`src/rtl/mem_arb_pkg.sv`:
```
// mem_arb_pkg: shared FSM/port types and memory-map constants for mem_arbiter.
package mem_arb_pkg;
    typedef enum logic [1:0] {IDLE, ACCESS, RESP} state_t;
    typedef enum logic {PORT_IF, PORT_D} port_t;
    localparam int unsigned INSTR_LIMIT = 1024;
    localparam int unsigned MEM_BYTES   = 4096;
endpackage

```
`src/rtl/mem_arb_priority.sv`:
```
// mem_arb_priority: data-first grant selection with a saturating fetch-starvation counter.
module mem_arb_priority #(
    parameter int unsigned STARVE_MAX = 4
) (
    input  logic clk,
    input  logic rest,
    input  logic allow,
    input  logic if_req,
    input  logic d_req,
    output logic if_gnt,
    output logic d_gnt
);
    logic [2:0] starve_q;
    logic       sat;
    always_comb begin
        sat    = starve_q == 3'(STARVE_MAX);
        if_gnt = allow && !rest && if_req && (!d_req || sat);
        d_gnt  = allow && !rest && d_req && !(if_req && sat);
    end
    always_ff @(posedge clk) begin
        if (rest || if_gnt || !if_req)
            starve_q <= '0;
        else if (d_gnt && !sat)
            starve_q <= starve_q + 3'd1;
    end
endmodule

```
`src/rtl/mem_arbiter.sv`:
```
// mem_arbiter: fetch/data arbiter and sequencer for the shared single-port memory.
// Define MEM_ARB_FAULT_EN to enable grant-time address fault checks.
module mem_arbiter #(
    parameter int unsigned ADDR_W      = 16,
    parameter int unsigned DATA_W      = 16,
    parameter int unsigned INSTR_LIMIT = mem_arb_pkg::INSTR_LIMIT,
    parameter int unsigned MEM_BYTES   = mem_arb_pkg::MEM_BYTES,
    parameter int unsigned STARVE_MAX  = 4
) (
    input  logic              clk,
    input  logic              rest,
    input  logic              if_req,
    input  logic [ADDR_W-1:0] if_addr,
    output logic              if_gnt,
    output logic              if_rvalid,
    output logic [DATA_W-1:0] if_rdata,
    output logic              if_err,
    input  logic              d_req,
    input  logic              d_we,
    input  logic [ADDR_W-1:0] d_addr,
    input  logic [DATA_W-1:0] d_wdata,
    output logic              d_gnt,
    output logic              d_rvalid,
    output logic [DATA_W-1:0] d_rdata,
    output logic              d_err,
    output logic [ADDR_W-1:0] mem_addr,
    output logic              mem_read,
    output logic              mem_write,
    output logic [DATA_W-1:0] mem_wdata,
    input  logic [DATA_W-1:0] mem_rdata
);
    import mem_arb_pkg::*;
`ifdef MEM_ARB_FAULT_EN
    localparam bit FAULT_EN = 1'b1;
`else
    localparam bit FAULT_EN = 1'b0;
`endif
    state_t            state_q, state_d;
    port_t             port_q;
    logic [ADDR_W-1:0] addr_q;
    logic [DATA_W-1:0] wdata_q;
    logic              we_q, fault_q, fault_d, if_fault, d_fault, live, resp_if, resp_d;

    mem_arb_priority #(.STARVE_MAX(STARVE_MAX)) u_priority (
        .clk    (clk),
        .rest   (rest),
        .allow  (state_q != ACCESS),
        .if_req (if_req),
        .d_req  (d_req),
        .if_gnt (if_gnt),
        .d_gnt  (d_gnt)
    );

    // A faulted access keeps its slot timing but never reaches the memory.
    always_comb begin
        if_fault  = 32'(if_addr) >= INSTR_LIMIT || if_addr[0];
        d_fault   = 32'(d_addr) < INSTR_LIMIT || 32'(d_addr) > MEM_BYTES - 2 || d_addr[0];
        fault_d   = FAULT_EN && (if_gnt ? if_fault : d_fault);
        state_d   = rest ? IDLE : state_q == ACCESS ? RESP : (if_gnt || d_gnt) ? ACCESS : IDLE;
        live      = state_q == ACCESS && !fault_q && !rest;
        resp_if   = state_q == ACCESS && port_q == PORT_IF;
        resp_d    = state_q == ACCESS && port_q == PORT_D;
        mem_addr  = live ? addr_q : '0;
        mem_read  = live && port_q == PORT_D && !we_q;
        mem_write = live && port_q == PORT_D && we_q;
        mem_wdata = mem_write ? wdata_q : '0;
    end

    always_ff @(posedge clk) begin
        state_q <= state_d;
        if (rest) begin
            port_q    <= PORT_IF;
            addr_q    <= '0;
            we_q      <= 1'b0;
            wdata_q   <= '0;
            fault_q   <= 1'b0;
            if_rvalid <= 1'b0;
            d_rvalid  <= 1'b0;
            if_rdata  <= '0;
            d_rdata   <= '0;
        end else begin
            if (if_gnt || d_gnt) begin
                port_q  <= if_gnt ? PORT_IF : PORT_D;
                addr_q  <= if_gnt ? if_addr : d_addr;
                we_q    <= d_gnt && d_we;
                wdata_q <= d_wdata;
                fault_q <= fault_d;
            end
            if_rvalid <= resp_if;
            d_rvalid  <= resp_d;
            if (resp_if)
                if_rdata <= fault_q ? '0 : mem_rdata;
            if (resp_d)
                d_rdata <= (fault_q || we_q) ? '0 : mem_rdata;
        end
    end

`ifdef MEM_ARB_FAULT_EN
    always_ff @(posedge clk) begin
        if_err <= !rest && resp_if && fault_q;
        d_err  <= !rest && resp_d && fault_q;
    end
`else
    assign if_err = 1'b0;
    assign d_err  = 1'b0;
`endif
endmodule
```
`config.mk`:
```
export PLATFORM = sky130hd
export DESIGN_NAME = mem_arbiter
export DESIGN_NICKNAME = d
export VERILOG_FILES = /design/src/rtl/mem_arb_pkg.sv /design/src/rtl/mem_arb_priority.sv /design/src/rtl/mem_arbiter.sv
export SDC_FILE = /design/constraint.sdc
export NUM_CORES = 1
export LEC_CHECK = 0
export CORE_MARGIN = 4
export CORE_UTILIZATION = 23
export CTS_CLUSTER_SIZE = 20
export DETAILED_ROUTE_END_ITERATION = 12
export SYNTH_ARGS = -nofsm -noshare
export SYNTH_HDL_FRONTEND = slang
export SYNTH_SLANG_ARGS = --single-unit
export TNS_END_PERCENT = 30
```
`constraint.sdc`:
```
create_clock -name clk -period 3.76 [get_ports clk]
set_input_delay 0.376 -clock clk [delete_from_list [all_inputs] [get_ports clk]]
set_output_delay 0.376 -clock clk [all_outputs]
set_load 0.02 [all_outputs]
```
==> summary.txt <==
Power
  – Psw: 0.522 mW
  – Comb power frac: 0.151
  – Reg power frac: 0.407
  – Final Power: around 2.1 mW
  – Sw Share: 0.250
  – Cell area power density: between 400 and 500 mW/mm2
  – Clk pwr share: 0.443
  – Int Power: 1.56 mW
  – Leakage: 1.82 nW
  – VDD IR max: 0.209 mV

Setup path
  – FF-to-FF Start: state_q[1]$_SDFF_PP0_
  – Crit start category: input port
  – Source of the critical timing path: if_req
  – Setup CP Type: input port to primary output
  – Worst setup EP type: primary output
  – Critical Path, Cell by Cell: clkdlybuf4s50_1 > nand2b_1 > buf_4 > or3_1 > inv_1 > clkdlybuf4s50_1
  – Top cell by count, worst path: clkdlybuf4s50_1
  – CP Data Required Time: 3.38 ns
  – Crit-path slowest cell: or3_1
  – CP delay by family, top: buffers and inverters
  – WP buf/inv: 4
  – Slowest stage delay, CP: 0.61 ns
  – Worst EP arrival: 2.52 ns
  – Crit-path max FO: 21

Cells and area
  – Most frequent cells in the layout: clkdlybuf4s50_1, dfxtp_1, a21oi_1, nand2_1, and2_1
  – Commonest non-fill, non-tap cell in the layout: clkdlybuf4s50_1
  – Post-Layout Cell Count: 648
  – Antenna fix cells: 0
  – Util after Layout: 0.374
  – Fillers: 1368
  – Design Area, Final: 0.00501 mm2
  – Final Net Count: ~540
  – Synthesis-to-finish area growth: 57.2%
  – Share of post-route cells with drive strength above 1: 0.0678

CTS
  – Reg clk slew, reported paths: 0.06 ns
  – Setup Fix Bufs, Post-CTS: 0
  – Worst-Skew Late Latency: between 0.3 and 0.4 ns
  – CTS sink count: 73
  – CTS max path bufs: 2
  – CTS tree: yes
  – Resize count post-CTS: 0
  – Post-CTS Hold Fix Bufs: 0
  – Total CTS buffers: 9
  – CTS root buf: clkbuf_16
  – CTS H-tree lvls: 3

Detailed routing
  – Total wire length: 10700 um
  – Vias: 3142
  – DRT Pass-1 Iters: 4
  – Antenna violation net count after detailed routing: 0
  – DRC: 0
  – DR iter-0 viols: 219
  – Vias per cell: 4.85
  – Wirelength per Cell: 16.6 um

Timing
  – Skew final: 0.00744 ns
  – Slew headroom: 0.366
  – Tmin final: 2.90 ns
  – Pins Over Slew Limit: 0
  – Worst Max-Slew Pin Slew: 0.947 ns
  – Final cycle utilization of the critical path: 0.770
  – Worst hold slack: about 0.46 ns
  – Total Neg Setup Slack: 0 ns
  – FMAX: between 300 and 400 MHz
  – Final number of hold-violating endpoints: 0
  – Final setup vio count: 0
  – Unrepaired setup endpoints after global routing: false
  – PnR worst setup slack: 0.863 ns

Yosys
  – Synth cell types: 35
  – Post-Syn Area: between 0.003 and 0.004 mm2
  – Syn Area/Cell: 9.16 um2
  – FF+latch count, synth: 73
  – YS warnings: 0
  – Sequential area share after synthesis: 0.458
  – Post-Synthesis Cells: ~350

Flow run
  – Max Cap Violations: 0

Placed design
  – Place WS: 0.864 ns
  – Placed instance count: around 630
  – Placed Area: 0.00469 mm2
  – GP Congestion: 0.769
  – I/O Buffers: approximately 140
  – DP HPWL: 7540 um

Global route
  – Pin count of the biggest net entering global routing: 42
  – Initial antenna violation count: 0
  – Vias in the first global route: 3286
  – Grt ovf: 0
  – First-pass GRT wire length: around 17000 um
  – GRT Util Overall: 0.133

Die
  – Core Area: 0.0134 mm2
  – Starting Density: 0.238
  – Io pins: between 100 and 150
  – Die height: 126 um
  – DIE AREA: approximately 0.016 mm2
  – Row cnt: 42
  – Die Span X: 126 um

Outcome
  – Status: finished clean

Hold path
  – Hold crit path type: flop to flop
  – HP Start: if_rdata[3]$_SDFFE_PP0P_
[sequential cells by signal, indices dropped and copies added (netlist names), 2 cells and up]
signal,cells
d_rdata,16
if_rdata,16
u_priority.starve_q,3
wdata_q,16
addr_q,16
state_q,2
[power groups by stage]
stage          sequential (mW)  combinational [mW]  clock [mW]
2_1_floorplan            0.876               0.144           0
3_3_place_gp             0.865               0.308           0
3_5_place_dp             0.866               0.316           0
4_1_cts                  0.850               0.318       0.955
5_1_grt                  0.855               0.342       0.990
6_report                 0.849               0.314       0.924
[cell type report]
| cell class | count | area (um2) | share of cell area |
|---|---|---|---|
| Sequential cell | 73 | 1460 | 0.291 |
| Tap cell | 176 | 220 | 0.0439 |
| Inverter | 4 | 15.0 | 0.00299 |
| Timing Repair Buffer | 148 | 1450 | 0.289 |
| Clock inverter | 7 | 100 | 0.0200 |
| Clock buffer | 9 | 225 | 0.0449 |
| Multi-Input combinational cell | 231 | 1540 | 0.307 |
[cell usage after synthesis, drive strengths merged]
library cell,instances,area share
a21boi,1,0.0024
a21oi,38,0.061
a221o,16,0.050
a22o,16,0.044
a31oi,1,0.0020
and2,33,0.065
and3,1,0.0020
and3b,1,0.0027
and4,16,0.044
buf,16,0.029
clkbuf,25,0.029
conb,1,0.0012
dfxtp,73,0.46
ha,2,0.0078
inv,4,0.0047
nand2,35,0.041
nand2b,2,0.0039
nand3,4,0.0063
nand3b,1,0.0024
nand4,17,0.033
nand4b,1,0.0027
nor2,2,0.0024
nor2b,1,0.0020
nor3,2,0.0031
nor3b,2,0.0063
nor4b,16,0.044
o31ai,18,0.042
or2,1,0.0020
or3,1,0.0020
or3b,1,0.0027
[cell families (layout without fill, tap and decap cells)]
family	count (synthesis)	count (layout)	share of synthesized area
other	1	2	0.00118
buffers and inverters	45	168	0.0636
DFF	73	73	0.458
and+or+nand+nor	137	137	0.268
AOI/OAI and AO/OA	90	90	0.202
adders and majority gates	2	2	0.00784
[worst min-delay path: stages, from the launching register on]
cell     delay [ns]
dfxtp_1        0.31
nand2_1        0.05
a21oi_1        0.05
[final timing paths]
kind | to | slack [ns] | cells past startpoint
max | if_gnt | 0.86 | 6
min | if_rdata[3]$_SDFFE_PP0P_ | 0.46 | 2
max reg2reg | addr_q[10]$_SDFFE_PP0P_ | 1.84 | 4
min reg2reg | if_rdata[3]$_SDFFE_PP0P_ | 0.46 | 2
[per-layer routing]
metal  GRT usage  part of all wire
met3      0.0284             0.053
met2       0.221              0.47
met5           0                 0
met1       0.167              0.46
met4      0.0555             0.022
(Power assumes the default switching activity.)
==> variant: new RTL, config.mk and constraints unchanged <==
Set the parameter `ADDR_W` to 17 (it was 16).
--- a/src/rtl/mem_arbiter.sv
+++ b/src/rtl/mem_arbiter.sv
@@ -1,7 +1,7 @@
 // mem_arbiter: fetch/data arbiter and sequencer for the shared single-port memory.
 // Define MEM_ARB_FAULT_EN to enable grant-time address fault checks.
 module mem_arbiter #(
-    parameter int unsigned ADDR_W      = 16,
+    parameter int unsigned ADDR_W      = 17,
     parameter int unsigned DATA_W      = 16,
     parameter int unsigned INSTR_LIMIT = mem_arb_pkg::INSTR_LIMIT,
     parameter int unsigned MEM_BYTES   = mem_arb_pkg::MEM_BYTES,
Interface: changed (resized d_addr, if_addr and mem_addr); port bits go from 141 to 144. The function was not compared with the original's and may differ.
==> variant against the unedited design <==
  * Worst setup slack improved by 0.096 ns
  * Sequential cell count rose by 1
  * Die area rose by 1.6%
  * Area after synthesis rose by 1.7%
  * Total power rose by 3.0%
  * Critical endpoint unchanged
  * Design area rose by 2.0%
  * Wire length rose by 3.2%
  * Sequential share of layout area fell by 0.19 points
==> variant: results (changes against the unedited design) <==
Worst-path maximum fanout: 18 (was 21)
Final GP Congestion: 0.724 (was 0.769)
Worst vdd ir: 0.189 mV (was 0.209 mV)
Via count: 3191 (was 3142)
Grt met1 use: 17.7% (was 16.7%)
Dpl ws: 0.961 ns (was 0.864 ns)
Seq/Total Area, Yosys: 45.7% (was 45.8%)
CP arrival: 2.42 ns (was 2.52 ns)
Top post-synthesis cells by count: dfxtp_1, a21oi_1, nand2_1, and2_1, clkbuf_1 (unchanged)
1st-iter DRT viols: 193 (was 219)
GR Layer Usage met3: 3.62% (was 2.84%)
First-pass GRT wire length: 17600 um (was 17100 um)
Total Routing Usage GR: 13.6% (was 13.3%)
Status: finished clean (unchanged)
Dpl hpwl: 7500 um (was 7540 um)
CTS Buffer Depth: 2 (unchanged)
Rel. slew slack: 30.1% (was 36.6%)
Leakage: 1.85 nW (was 1.82 nW)
Layout fillers: 1363 (was 1368)
Vias in the first global route: 3307 (was 3286)
M2 GR Usage: 21.6% (was 22.1%)
Largest stage delay, worst path: 0.66 ns (was 0.61 ns)
Layout cells sized above 1: 6.67% (was 6.78%)
Area contributors post-synth: dfxtp_1, and2_1, a21oi_1 (unchanged)
Nets@finish: 548 (was 538)
Clock Skew: 0.00409 ns (was 0.00744 ns)
Wirelength, routed: 11100 um (was 10700 um)
-- variant: power breakdown --
| group | switching, mW | internal (mW) |
|---|---|---|
| Sequential | 0.0276 | 0.833 |
| Combinational | 0.162 | 0.161 |
| Clock | 0.332 | 0.634 |
| Total | 0.521 | 1.63 |
-- variant: logic make-up after synthesis --
family / count (synthesis) / share of synthesized area, %
AND/OR/NAND/NOR: 140 / 27.0
AO/OA/AOI/OAI: 91 / 20.1
flip-flops: 74 / 45.7
buffers and inverters: 45 / 6.25
adder cells (fa/ha/maj): 2 / 0.771
other: 1 / 0.116
-- variant: path summary, 6_finish.rpt --
kind / startpoint / to / slack [ns] / cells after the start
worst max register to register: u_priority.starve_q[0] / addr_q[7] / 1.88 / 5
worst max-delay path: d_req / if_gnt / 0.96 / 5
worst min register to register: if_rdata[2] / if_rdata[2] / 0.45 / 2
worst min-delay path: if_rdata[2] / if_rdata[2] / 0.45 / 2
-- variant: final cells by class --
cell class / count / area (um2) / area share, %
Clock buffer: 12 / 267 / 5.21
Clock inverter: 4 / 72.6 / 1.42
Inverter: 4 / 15.0 / 0.293
Multi-Input combinational cell: 235 / 1580 / 30.8
Sequential cell: 74 / 1480 / 28.9
Tap cell: 180 / 225 / 4.40
Timing Repair Buffer: 151 / 1480 / 28.9
-- variant: critical path, delay by kind of cell --
family	cells	cell delay (ns)
buf+inv	3	1.21
simple gates	1	0.66
compound gates	1	0.17
-- variant: metrics by stage --
stage	power, mW	utilization (%)	instance area (um2)	cells
4_1_cts	2.18	37.0	5120	660
5_1_grt	2.23	37.0	5120	660
3_3_place_gp	1.20	34.6	4780	644
3_5_place_dp	1.20	34.6	4780	644
2_1_floorplan	1.04	-	3250	354
6_report	2.15	37.0	5120	660
-- variant: metal layers --
layer	up-vias	wire, um
met1	1529	5090
met3	11	653
met4	0	184
met5	-	0
li1	1547	-
met2	104	5140
